File: config.mk
export PLATFORM = sky130hd
export DESIGN_NAME = arbitro_vc_d
export DESIGN_NICKNAME = d
export VERILOG_FILES = /design/src/rtl/arbitro_vc_d.sv
export SDC_FILE = /design/constraint.sdc
export NUM_CORES = 1
export LEC_CHECK = 0
export ABC_AREA = 0
export BUFFER_PORTS_ARGS = -buffer_cell sky130_fd_sc_hd__buf_2
export CORE_MARGIN = 3
export CORE_UTILIZATION = 40
export CTS_BUF_LIST = sky130_fd_sc_hd__clkbuf_4 sky130_fd_sc_hd__clkbuf_8 sky130_fd_sc_hd__clkbuf_16
export DETAILED_ROUTE_END_ITERATION = 7
export GPL_TIMING_DRIVEN = 0
export PLACE_DENSITY = 0.82
export SYNTH_ARGS = -nofsm -noshare
export SYNTH_HDL_FRONTEND = slang
export SYNTH_SLANG_ARGS = --single-unit
export TNS_END_PERCENT = 100
File: constraint.sdc
create_clock -name clk -period 2.1 [get_ports clk]
set_input_delay 0.21 -clock clk [delete_from_list [all_inputs] [get_ports clk]]
set_output_delay 0.21 -clock clk [all_outputs]
set_load 0.1 [all_outputs]
File: src/rtl/arbitro_vc_d.sv
// VC0/VC1 -> D0/D1 arbiter: combinational pop, registered push one cycle later, idle report.
// Optional ROUND_ROBIN_EN macro replaces strict VC0 priority with a 1-bit alternating pointer.
module arbitro_vc_d #(
    parameter int BITNUMBER = 6,
    parameter int DEST_BIT  = 4
) (
    input  logic                 clk,
    input  logic                 reset,
    input  logic                 VC0_empty,
    input  logic                 VC1_empty,
    input  logic [BITNUMBER-1:0] VC0_data,
    input  logic [BITNUMBER-1:0] VC1_data,
    input  logic                 D0_pause,
    input  logic                 D1_pause,
    output logic                 VC0_pop,
    output logic                 VC1_pop,
    output logic                 D0_push,
    output logic                 D1_push,
    output logic [BITNUMBER-1:0] data_out,
    output logic                 idle
);
    typedef enum logic {IDLE = 1'b0, ACTIVE = 1'b1} state_t;

    state_t               state;
    logic                 elig0, elig1;
    logic                 grant0, grant1;
    logic                 pop_any;
    logic [BITNUMBER-1:0] pop_word;

    // A head is only eligible when the destination it targets has room.
    assign elig0 = !VC0_empty && !(VC0_data[DEST_BIT] ? D1_pause : D0_pause);
    assign elig1 = !VC1_empty && !(VC1_data[DEST_BIT] ? D1_pause : D0_pause);

`ifdef ROUND_ROBIN_EN
    logic ptr;

    always_comb begin
        grant0 = 1'b0;
        grant1 = 1'b0;
        if (!ptr) begin
            grant0 = elig0;
            grant1 = !elig0 && elig1;
        end else begin
            grant1 = elig1;
            grant0 = !elig1 && elig0;
        end
    end

    // Pointer only moves when the preferred VC actually wins.
    always_ff @(posedge clk) begin
        if (!reset)
            ptr <= 1'b0;
        else if (ptr ? VC1_pop : VC0_pop)
            ptr <= ~ptr;
    end
`else
    assign grant0 = elig0;
    assign grant1 = !elig0 && elig1;
`endif

    assign VC0_pop  = reset && grant0;
    assign VC1_pop  = reset && grant1;
    assign pop_any  = VC0_pop || VC1_pop;
    assign pop_word = VC0_pop ? VC0_data : VC1_data;

    always_ff @(posedge clk) begin
        if (!reset) begin
            state    <= IDLE;
            idle     <= 1'b1;
            D0_push  <= 1'b0;
            D1_push  <= 1'b0;
            data_out <= '0;
        end else begin
            D0_push <= pop_any && !pop_word[DEST_BIT];
            D1_push <= pop_any && pop_word[DEST_BIT];
            if (pop_any)
                data_out <= pop_word;
            case (state)
                IDLE: begin
                    if (pop_any) begin
                        state <= ACTIVE;
                        idle  <= 1'b0;
                    end
                end
                ACTIVE: begin
                    // No pop now means nothing pushes next cycle either.
                    if (!pop_any && VC0_empty && VC1_empty) begin
                        state <= IDLE;
                        idle  <= 1'b1;
                    end
                end
                default: begin
                    state <= IDLE;
                    idle  <= 1'b1;
                end
            endcase
        end
    end
endmodule

* After elaboration in Yosys (flattened, before gate mapping)
Index checks and enable logic that the tools add are counted.
** Operators by class
- Bitwise logic cells :: 1
- Mux-type cells :: 9
- Reduce and logical (&&, ||, !) cells :: 18
- Equality and inequality tests :: 2
** Operators by type and width (number)
- $logic_and 1x1->1 :: 9
- $logic_not 1->1 :: 7
- $mux 1 :: 6
- $mux 6 :: 1
- $pmux 1 s2 :: 2
- $ne 2x1->1 const B :: 1
- $ne 2x2->1 const B :: 1
- $reduce_and 2->1 :: 1
- $logic_or 1x1->1 :: 1
- $not 1->1 :: 1
** Storage, ports and cells
- Bits of input ports :: 18
- Register bits after elaboration :: 10

* Depth between registers and ports, before layout
Gate-level depths: netlist of the first run.
- Word-level depth :: 12
- Depth in mapped cells :: 5
- Depth with buffers taken out :: 4

* Least setup slack after synthesis of the first run
Ideal clock, no wire load.
- Path type :: input-to-output
- Start :: input VC1_data[4]
- End :: output VC1_pop
- Stages :: 3
- Slack :: 554 ps
- Data arrival time :: 1336 ps
- Buffers on the path :: 0
- Cell sequence :: mux2i_1 o211ai_2 inv_1
** On the way
- Cells in the longest elaborated chain, start to end :: 5
** Ends and longest elaborated chain
- start: declaration :: line 12 : input logic [BITNUMBER-1:0] VC1_data,
- $mux 1 :: line 32 : assign elig1 = !VC1_empty && !(VC1_data[DEST_BIT] ? D1_pause : D0_pause);
- $logic_not 1->1 :: line 32
- $logic_and 1x1->1 :: line 32
- $logic_and 1x1->1 :: line 58 : assign grant1 = !elig0 && elig1;
- $logic_and 1x1->1 :: line 62 : assign VC1_pop = reset && grant1;
- end: declaration :: line 16 : output logic VC1_pop,
No other way between the ends.

* Final worst setup path of the first run
Same ends and word-level chain as after synthesis.

==> results of run 1 <==
==> kinds of logic (layout without fill, tap and decap cells) <==
logic type,after synthesis,after routing
buffers and inverters,4,35
AND/OR/NAND/NOR,14,14
flip-flops,10,10
multiplexers,4,4
AO/OA/AOI/OAI,26,26
==> how the worst max path moves through the flow <==
| stage | slack (ns) | depth (start not counted) | end |
|---|---|---|---|
| floorplan | 0.55 | 3 | VC1_pop |
| global placement | 0.41 | 5 | VC1_pop |
| CTS | 0.37 | 5 | VC1_pop |
| global route | 0.23 | 5 | VC1_pop |
| finish | 0.34 | 5 | VC1_pop |
| detailed placement | 0.38 | 5 | VC1_pop |
==> worst register-to-register path, stage by stage (launching register included) <==
cell and delay, ns:
dfxtp_1 0.33, a31oi_1 0.20, nand2b_1 0.15, o311ai_2 0.10
==> metal layers <==
layer	up-vias	part of all wire [%]
li1	289	-
met1	284	43
met2	21	48
met3	5	6.8
met4	0	2.1
met5	-	0
==> final cells by class <==
type	count	area (um^2)	area share, %
sequential	10	200	27.8
timing repair buffer	27	135	18.8
clock buffer	4	36.3	5.03
tap	14	17.5	2.43
multi-input combinational	44	312	43.2
buffer	2	10.0	1.39
inverter	2	10.0	1.39
==> stage by stage <==
| stage | cell area, um^2 | utilization [%] | std cells | power, mW | hold slack [ns] |
|---|---|---|---|---|---|
| 3_5_place_dp | 684 | 58.4 | 99 | 0.413 | 0.484 |
| 6_report | 721 | 61.5 | 103 | 0.586 | 0.205 |
| 4_1_cts | 721 | 61.5 | 103 | 0.589 | 0.203 |
| 3_3_place_gp | 684 | 58.4 | 99 | 0.409 | 0.474 |
| 5_1_grt | 721 | 61.5 | 103 | 0.613 | 0.220 |
| 2_1_floorplan | 532 | - | 58 | 0.367 | 0.304 |
==> registers in the layout, indices dropped and copies added, names as in the netlist <==
signal	count
D0_push	1
idle	1
data_out	6
D1_push	1
state	1
==> layout by cell type, fill, tap and decap left out <==
master	instances
a21oi_1	1
a31oi_1	6
and2b_1	1
buf_2	28
clkbuf_2	1
clkbuf_4	3
clkbuf_8	1
dfxtp_1	10
inv_1	1
inv_4	1
mux2_2	2
mux2i_1	2
nand2_1	1
nand2_4	1
nand2b_1	2
nand3_1	6
nor2_1	2
nor2b_2	1
o211ai_2	1
o21a_1	1
o21ai_0	6
o21bai_1	1
o22ai_1	1
o2bb2ai_1	2
o311a_1	1
o311ai_2	1
o31ai_1	5
==> where the power goes <==
part | leakage (nW) | internal (mW) | total [mW] | switching (mW)
logic | 0.233 | 0.0459 | 0.200 | 0.154
registers | 0.0822 | 0.204 | 0.210 | 0.00650
clock network | 0.0210 | 0.105 | 0.177 | 0.0714
total | 0.336 | 0.355 | 0.586 | 0.232
==> synth_stat cells, types with 2 or more instances <==
cell,n
mux2_2,2
o21ai_0,6
mux2i_1,2
nand2b_1,2
nand3_1,6
o2bb2ai_1,2
dfxtp_1,10
o31ai_1,5
a31oi_1,6
nor2_1,2
==> results.toml, run 1 <==
[run_status]
outcome = "finished, final reports clean"

[final_layout]
drive_above_1_share_pct = 44.9
nNetsFinal = 108
area_growth_pct = 35.5
diodes = 0
fill_cells = 108

[worst_setup_path]
worstSetupStartpointType = "input port"
rrSetupSlack_ns = 1.20
crit_start = "VC1_data[4]"
worstRegToRegCells = 3
crit_path_end_kind = "output pin"
cp.buffers_inverters = 3
path_max_fanout = 6
cpMaxStageDelayCell = "mux2i_1"
cp.arrival_ns = 1.55
crit_family = "buffers and inverters"
reg2reg_from = "state"
cpMostUsedCell = "buf_2"
max_stage_delay_ns = 0.51
cp_cell_sequence = "buf_2 > mux2i_1 > o211ai_2 > inv_1 > buf_2"
crit_type = "in -> out"
critPathRequiredTime_ns = 1.89
r2r-end = "idle"

[die]
start_util_pct = 45.4
num_io_pins = 29
dieArea_um2 = 1800
chipHeight_um = 42.5
die_x_um = 42.5
fp.coreArea_um2 = 1170
placementRows = 12

[clocking]
clk_latency_ns = 0.26
ctsResizeCount = 0
cts_buffers = 3
cts_setup_buffers = 0
root_buffer = "clkbuf_4"
cts_max_level = 1
cts_tree = "yes"
clock_path_buffers = 2
ctsHoldBuffers = 0
clk_pin_slew_ns = 0.07
cts_sinks = 10

[global_route]
first_global_vias = 536
grt_use_met1_pct = 21.5
grt_start_max_net_pins = 11
gr-usage-met3_pct = 3.00
grt_most_used_layer = "met2"
grt_use_total_pct = 16.8
grt_remaining_overflow = 0
globalRouteMet2Util_pct = 26.1
antenna_found_initial = 0
grt_pass1_wl_um = 2310

[synthesis]
yosysSeqAreaShare_pct = 37.6
ys_types = 25
synth-edff-count = 0
synthesis.area_um2 = 532
synth_ff_type = "dfxtp_1"
synth_compound_area_share_pct = 35.3
synth_top_area_cell = "dfxtp_1"
synth_top_area_share_pct = 37.6
ys_seq_elements = 10
synth_fa_ha_area_share_pct = 0
yosys.area_share.simple_pct = 15.3
synth_cells = 58
synth_top_family_by_area = "compound AO/OA/AOI/OAI gates"
synth_mux_area_share_pct = 8.00
synth_fp_nets = 76
synthTopCellsByArea = "dfxtp_1 38%, a31oi_1 7.1%, o31ai_1 7.1%, nand3_1 5.6%, o21ai_0 5.6%"
async_flop_share_pct = 0
synthXorXnorAreaFrac_pct = 0
postSynthAreaPerCell_um2 = 9.17
yosys_warnings = 0

[placement]
hpwl_um = 1120
place_congestion = 0.789
io_buffer_count = 27
pre_cts_ws_ns = 0.378

[detailed_routing]
first_iter_violations = 16
routed_wl_um = 1470
antenna_left = 0
dr.pass1.iters = 4
viasPerCell = 5.82
drc = 0
wl_per_cell_um = 14.3
num_vias = 599

[timing]
fin_setup_tns_ns = 0
worst_slack_ns = 0.344
hold_viol = 0
worstMarginPinSlew_ns = 0.542
fin_skew_ns = 0.0000473
fmax_ghz = 0.570
final-setup-viol-count = 0
post-route-min-period_ns = 1.76
grt_setup_unrepaired = "false"
slew_headroom_pct = 62.9
finalCritPeriodShare_pct = 83.6
slew_violations = 0

[hold_path]
hp-start = "VC1_data[1]"
hp-class = "in -> reg"
whs_endpoint = "data_out[1]"
holdPathStages = 3

[job]
maxCapViolations = 0

[pwr]
p_leak_nw = 0.336
peakVddDrop_mv = 0.425
power.density_nw_per_um2 = 814
Power figures use the tool's default switching activity.
==> run 2: changes to the inputs <==
Settings changed: CORE_UTILIZATION 40 to 37, PLACE_DENSITY 0.82 to 0.8.
Clock period 2.1 ns to 1.5 ns, I/O delays scaled along.
==> run 2 against run 1 <==
Clock power grew 45%; hold slack lost 0.071 ns; core utilization shrank 6.3 points; first-iteration DRC count grew 19%; critical path depth grew 1; non-clock buffer count is the same; sequential share of layout area shrank 0.29 points; clock skew is essentially flat; critical endpoint unchanged; highest routed layer unchanged.
==> results.toml, run 2 (same netlist as run 1, synthesis figures left out) <==
[clocking]
cts_sinks = 10
clk_pin_slew_ns = 0.08
cts_max_level = 1
cts_buffers = 3
clk_latency_ns = 0.26
ctsResizeCount = 2
root_buffer = "clkbuf_4"
clock_path_buffers = 2
ctsHoldBuffers = 0
cts_setup_buffers = 0
cts_tree = "yes"

[die]
start_util_pct = 40.4
chipHeight_um = 43.9
placementRows = 13
die_x_um = 43.9
dieArea_um2 = 1930
num_io_pins = 29
fp.coreArea_um2 = 1320

[hold_path]
hp-class = "in -> reg"
hp-start = "VC1_data[0]"
holdPathStages = 3
whs_endpoint = "data_out[0]"

[timing]
slew_headroom_pct = 67.6
worst_slack_ns = 0.114
grt_setup_unrepaired = "false"
slew_violations = 0
whs_ns = 0.134
fin_skew_ns = 0.0000399
post-route-min-period_ns = 1.39
worstMarginPinSlew_ns = 0.490
finalCritPeriodShare_pct = 92.4
fmax_ghz = 0.722
final-setup-viol-count = 0
hold_viol = 0

[placement]
place_congestion = 0.762
io_buffer_count = 27
hpwl_um = 1010
pre_cts_ws_ns = -0.0878

[detailed_routing]
antenna_left = 0
wl_per_cell_um = 13.9
viasPerCell = 5.60
drc = 0
first_iter_violations = 19
dr.pass1.iters = 4
num_vias = 582
routed_wl_um = 1450

[pwr]
p_leak_nw = 0.335
power.density_nw_per_um2 = 1140
peakVddDrop_mv = 0.740
p_total_mw = 0.830

[global_route]
grt_pass1_wl_um = 2360
grt_remaining_overflow = 0
grt_start_max_net_pins = 11
first_global_vias = 507
antenna_found_initial = 0
grt_use_total_pct = 16.6

[final_layout]
diodes = 0
area_growth_pct = 36.9
fill_cells = 117
nNetsFinal = 108
drive_above_1_share_pct = 46.1
layout_common_cells = "27 x buf_2, 10 x dfxtp_1, 6 x o21ai_0, 6 x nand3_1, 6 x a31oi_1"
largest_reg_flops = 6
regMostFlops = "data_out"
final_common_cell = "buf_2"

[worst_setup_path]
crit_type = "in -> out"
critPathRequiredTime_ns = 1.35
worstRegToRegCells = 3
crit_path_end_kind = "output pin"
worstSetupStartpointType = "input port"
cp.arrival_ns = 1.24
reg2reg_from = "state"
path_max_fanout = 10
rrSetupSlack_ns = 0.59
r2r-end = "idle"

[run_status]
outcome = "finished, final reports clean"

[job]
maxCapViolations = 0
-- run 2: through the flow --
step,utilization [%],setup TNS [ns],area (um^2),instances
5_1_grt,55.3,0,728,104
2_1_floorplan,-,0,532,58
3_5_place_dp,52.0,-0.0878,686,100
6_report,55.3,0,728,104
3_3_place_gp,52.0,-0.0957,686,100
4_1_cts,55.3,0,728,104
-- run 2: routing by layer --
layer	vias to the layer above	track usage [%]	part of all wire (%)
li1	288	-	-
met1	266	22.8	48
met2	24	22.4	42
met3	4	3.32	7.1
met4	0	12.7	2.9
met5	-	0	0
-- run 2: report_power, final --
part / total, mW / leakage [nW] / switching [mW] / internal, mW
combinational: 0.279 / 0.232 / 0.213 / 0.0659
clock: 0.256 / 0.0210 / 0.109 / 0.148
sequential: 0.295 / 0.0822 / 0.00967 / 0.285
-- run 2: worst max-delay path: stages --
cell and delay [ns]:
buf_2 0.09, buf_2 0.21, and2b_1 0.29, o211ai_2 0.14
inv_1 0.08, buf_4 0.28
-- run 2: worst max-delay path by stage --
stage                   end  slack [ns]        start  cells past startpoint
global placement    VC1_pop        -0.1  VC1_data[4]                      5
finish              VC1_pop        0.11        reset                      6
global route        VC1_pop        0.04  VC1_data[4]                      5
CTS                 VC1_pop        0.12        reset                      6
floorplan           VC1_pop        0.07  VC1_data[4]                      3
detailed placement  VC1_pop       -0.09  VC1_data[4]                      5
-- run 2: cell type report --
type	count	area [um^2]	area share [%]
plain buffers	2	10.0	1.37
clock buffers	4	36.3	4.98
inverters	2	10.0	1.37
multi-input cells	44	315	43.3
flip-flops and latches	10	200	27.5
well taps	15	18.8	2.58
repair buffers	27	138	18.9
==> run 3: changes to the inputs <==
Clock period 1.5 ns to 1.19 ns, I/O delays scaled along.
==> run 3 against run 2 <==
The flow now finishes with violations (negative setup slack); setup slack worse by 0.12 ns; global-route usage fell by 1.0 points; critical path depth down 1; sequential power up 27%; sequential share of layout area down 2.8 points; hold slack worse by 0.034 ns; routed wire length is 11% higher; final area grew 16%; register-to-register slack worse by 0.29 ns; critical endpoint unchanged.
==> results.toml, run 3 (same netlist as run 1, synthesis figures left out) <==
[run_status]
outcome = "complete, but fails checks"
violations = "negative setup slack"

[final_layout]
final_common_cell = "buf_2"
area_growth_pct = 59.1
regMostFlops = "data_out"
fill_cells = 115
nNetsFinal = 114
diodes = 0
layout_common_cells = "23 x buf_2, 7 x dfxtp_2, 7 x buf_4"
largest_reg_flops = 6
drive_above_1_share_pct = 58.9

[detailed_routing]
dr.pass1.iters = 4
routed_wl_um = 1610
drc = 0
num_vias = 610
first_iter_violations = 24
viasPerCell = 5.55
antenna_left = 0
wl_per_cell_um = 14.6

[pwr]
p_total_mw = 1.09
p_int_mw = 0.664
combinationalPowerShare_pct = 36.4
seqPwrFrac_pct = 34.4
switching_share_pct = 39.1
power.density_nw_per_um2 = 1290
clkPwrFrac_pct = 29.2
p_switching_mw = 0.427
p_leak_nw = 0.374
peakVddDrop_mv = 0.799

[timing]
grt_setup_unrepaired = "true"
worst_slack_ns = -0.00144
fin_setup_tns_ns = -0.00144
post-route-min-period_ns = 1.19
fmax_ghz = 0.839
slew_headroom_pct = 67.2
fin_skew_ns = 0.0000502
final-setup-viol-count = 1
finalCritPeriodShare_pct = 100
slew_violations = 0
hold_viol = 0
worstMarginPinSlew_ns = 0.496

[global_route]
grt_remaining_overflow = 0
first_global_vias = 514
grt_pass1_wl_um = 2210
grt_start_max_net_pins = 11
grt_use_total_pct = 15.6
antenna_found_initial = 0

[worst_setup_path]
path_max_fanout = 4
crit_path_end_kind = "output pin"
cp_cell_sequence = "buf_8 > mux2_4 > o211ai_4 > clkinvlp_4 > buf_12"
max_stage_delay_ns = 0.31
worstSetupStartpointType = "input port"
cp.arrival_ns = 1.07
crit_type = "in -> out"
cpMaxStageDelayCell = "mux2_4"
reg2reg_from = "state"
crit_family = "buffers and inverters"
crit_start = "VC0_data[4]"
cp.buffers_inverters = 3
critPathRequiredTime_ns = 1.07

[placement]
place_congestion = 0.732
io_buffer_count = 27
hpwl_um = 1020

[clocking]
cts_sinks = 10
clk_pin_slew_ns = 0.07
cts_max_level = 1
clk_latency_ns = 0.28
root_buffer = "clkbuf_4"
cts_tree = "yes"
cts_buffers = 3
clock_path_buffers = 2

[job]
maxCapViolations = 0

[die]
dieArea_um2 = 1930
die_x_um = 43.9
chipHeight_um = 43.9
fp.coreArea_um2 = 1320
start_util_pct = 40.4
num_io_pins = 29
placementRows = 13

[hold_path]
hp-class = "in -> reg"
hp-start = "VC1_data[2]"
## run 3: worst min-delay path: stages
cell and delay (ns):
buf_2 0.09, nand3_1 0.05, a31oi_1 0.08
## run 3: what timing repair did
action | CTS | global route
pin swaps | 1 | 1
gates resized for setup | 10 | 7
setup buffers | 3 | 3
setup endpoints to repair | 2 | 1
hold buffers | 0 | 0
## run 3: area by class of cell
class                      instances  area [um^2]  share of cell area (%)
sequential                        10          209                    24.7
buffer                             2         10.0                    1.18
tap                               15         18.8                    2.22
inverter                           2         13.8                    1.63
multi-input combinational         44          338                    39.9
clock buffer                       4         36.3                    4.29
timing repair buffer              33          220                    26.0
## run 3: metal layers
layer / GRT usage, % / wire length, um / up-vias
met5: 0 / 0 / -
met4: 6.02 / 27 / 0
met3: 7.05 / 146 / 4
met2: 23.5 / 785 / 31
met1: 19.3 / 650 / 274
li1: - / - / 301
## run 3: path summary, 6_finish.rpt
| kind | to | slack [ns] | cells past startpoint |
|---|---|---|---|
| setup reg to reg | idle | 0.30 | 3 |
| hold / removal | data_out[2] | 0.1 | 3 |
| setup / recovery | VC1_pop | -0.001 | 5 |
| hold reg to reg | data_out[0] | 0.50 | 2 |
## run 3: power groups by stage
stage	sequential [mW]	combinational, mW	clock (mW)
after floorplan	0.539	0.121	0
after global placement	0.381	0.352	0
after detailed placement	0.383	0.355	0
after CTS	0.375	0.380	0.315
after global routing	0.378	0.415	0.339
final	0.375	0.397	0.318
## run 3: per-stage QoR
| step | worst slack [ns] | utilization [%] | hold WS [ns] | cells | instance area [um^2] |
|---|---|---|---|---|---|
| 6_report | -0.00144 | 64.2 | 0.0997 | 110 | 846 |
| 5_1_grt | -0.0336 | 64.2 | 0.106 | 110 | 846 |
| 4_1_cts | 0.0124 | 61.3 | 0.0669 | 107 | 807 |
| 3_5_place_dp | -0.401 | 53.9 | 0.394 | 100 | 711 |
| 3_3_place_gp | -0.374 | 53.9 | 0.389 | 100 | 711 |
| 2_1_floorplan | -0.0295 | - | 0.213 | 58 | 557 |
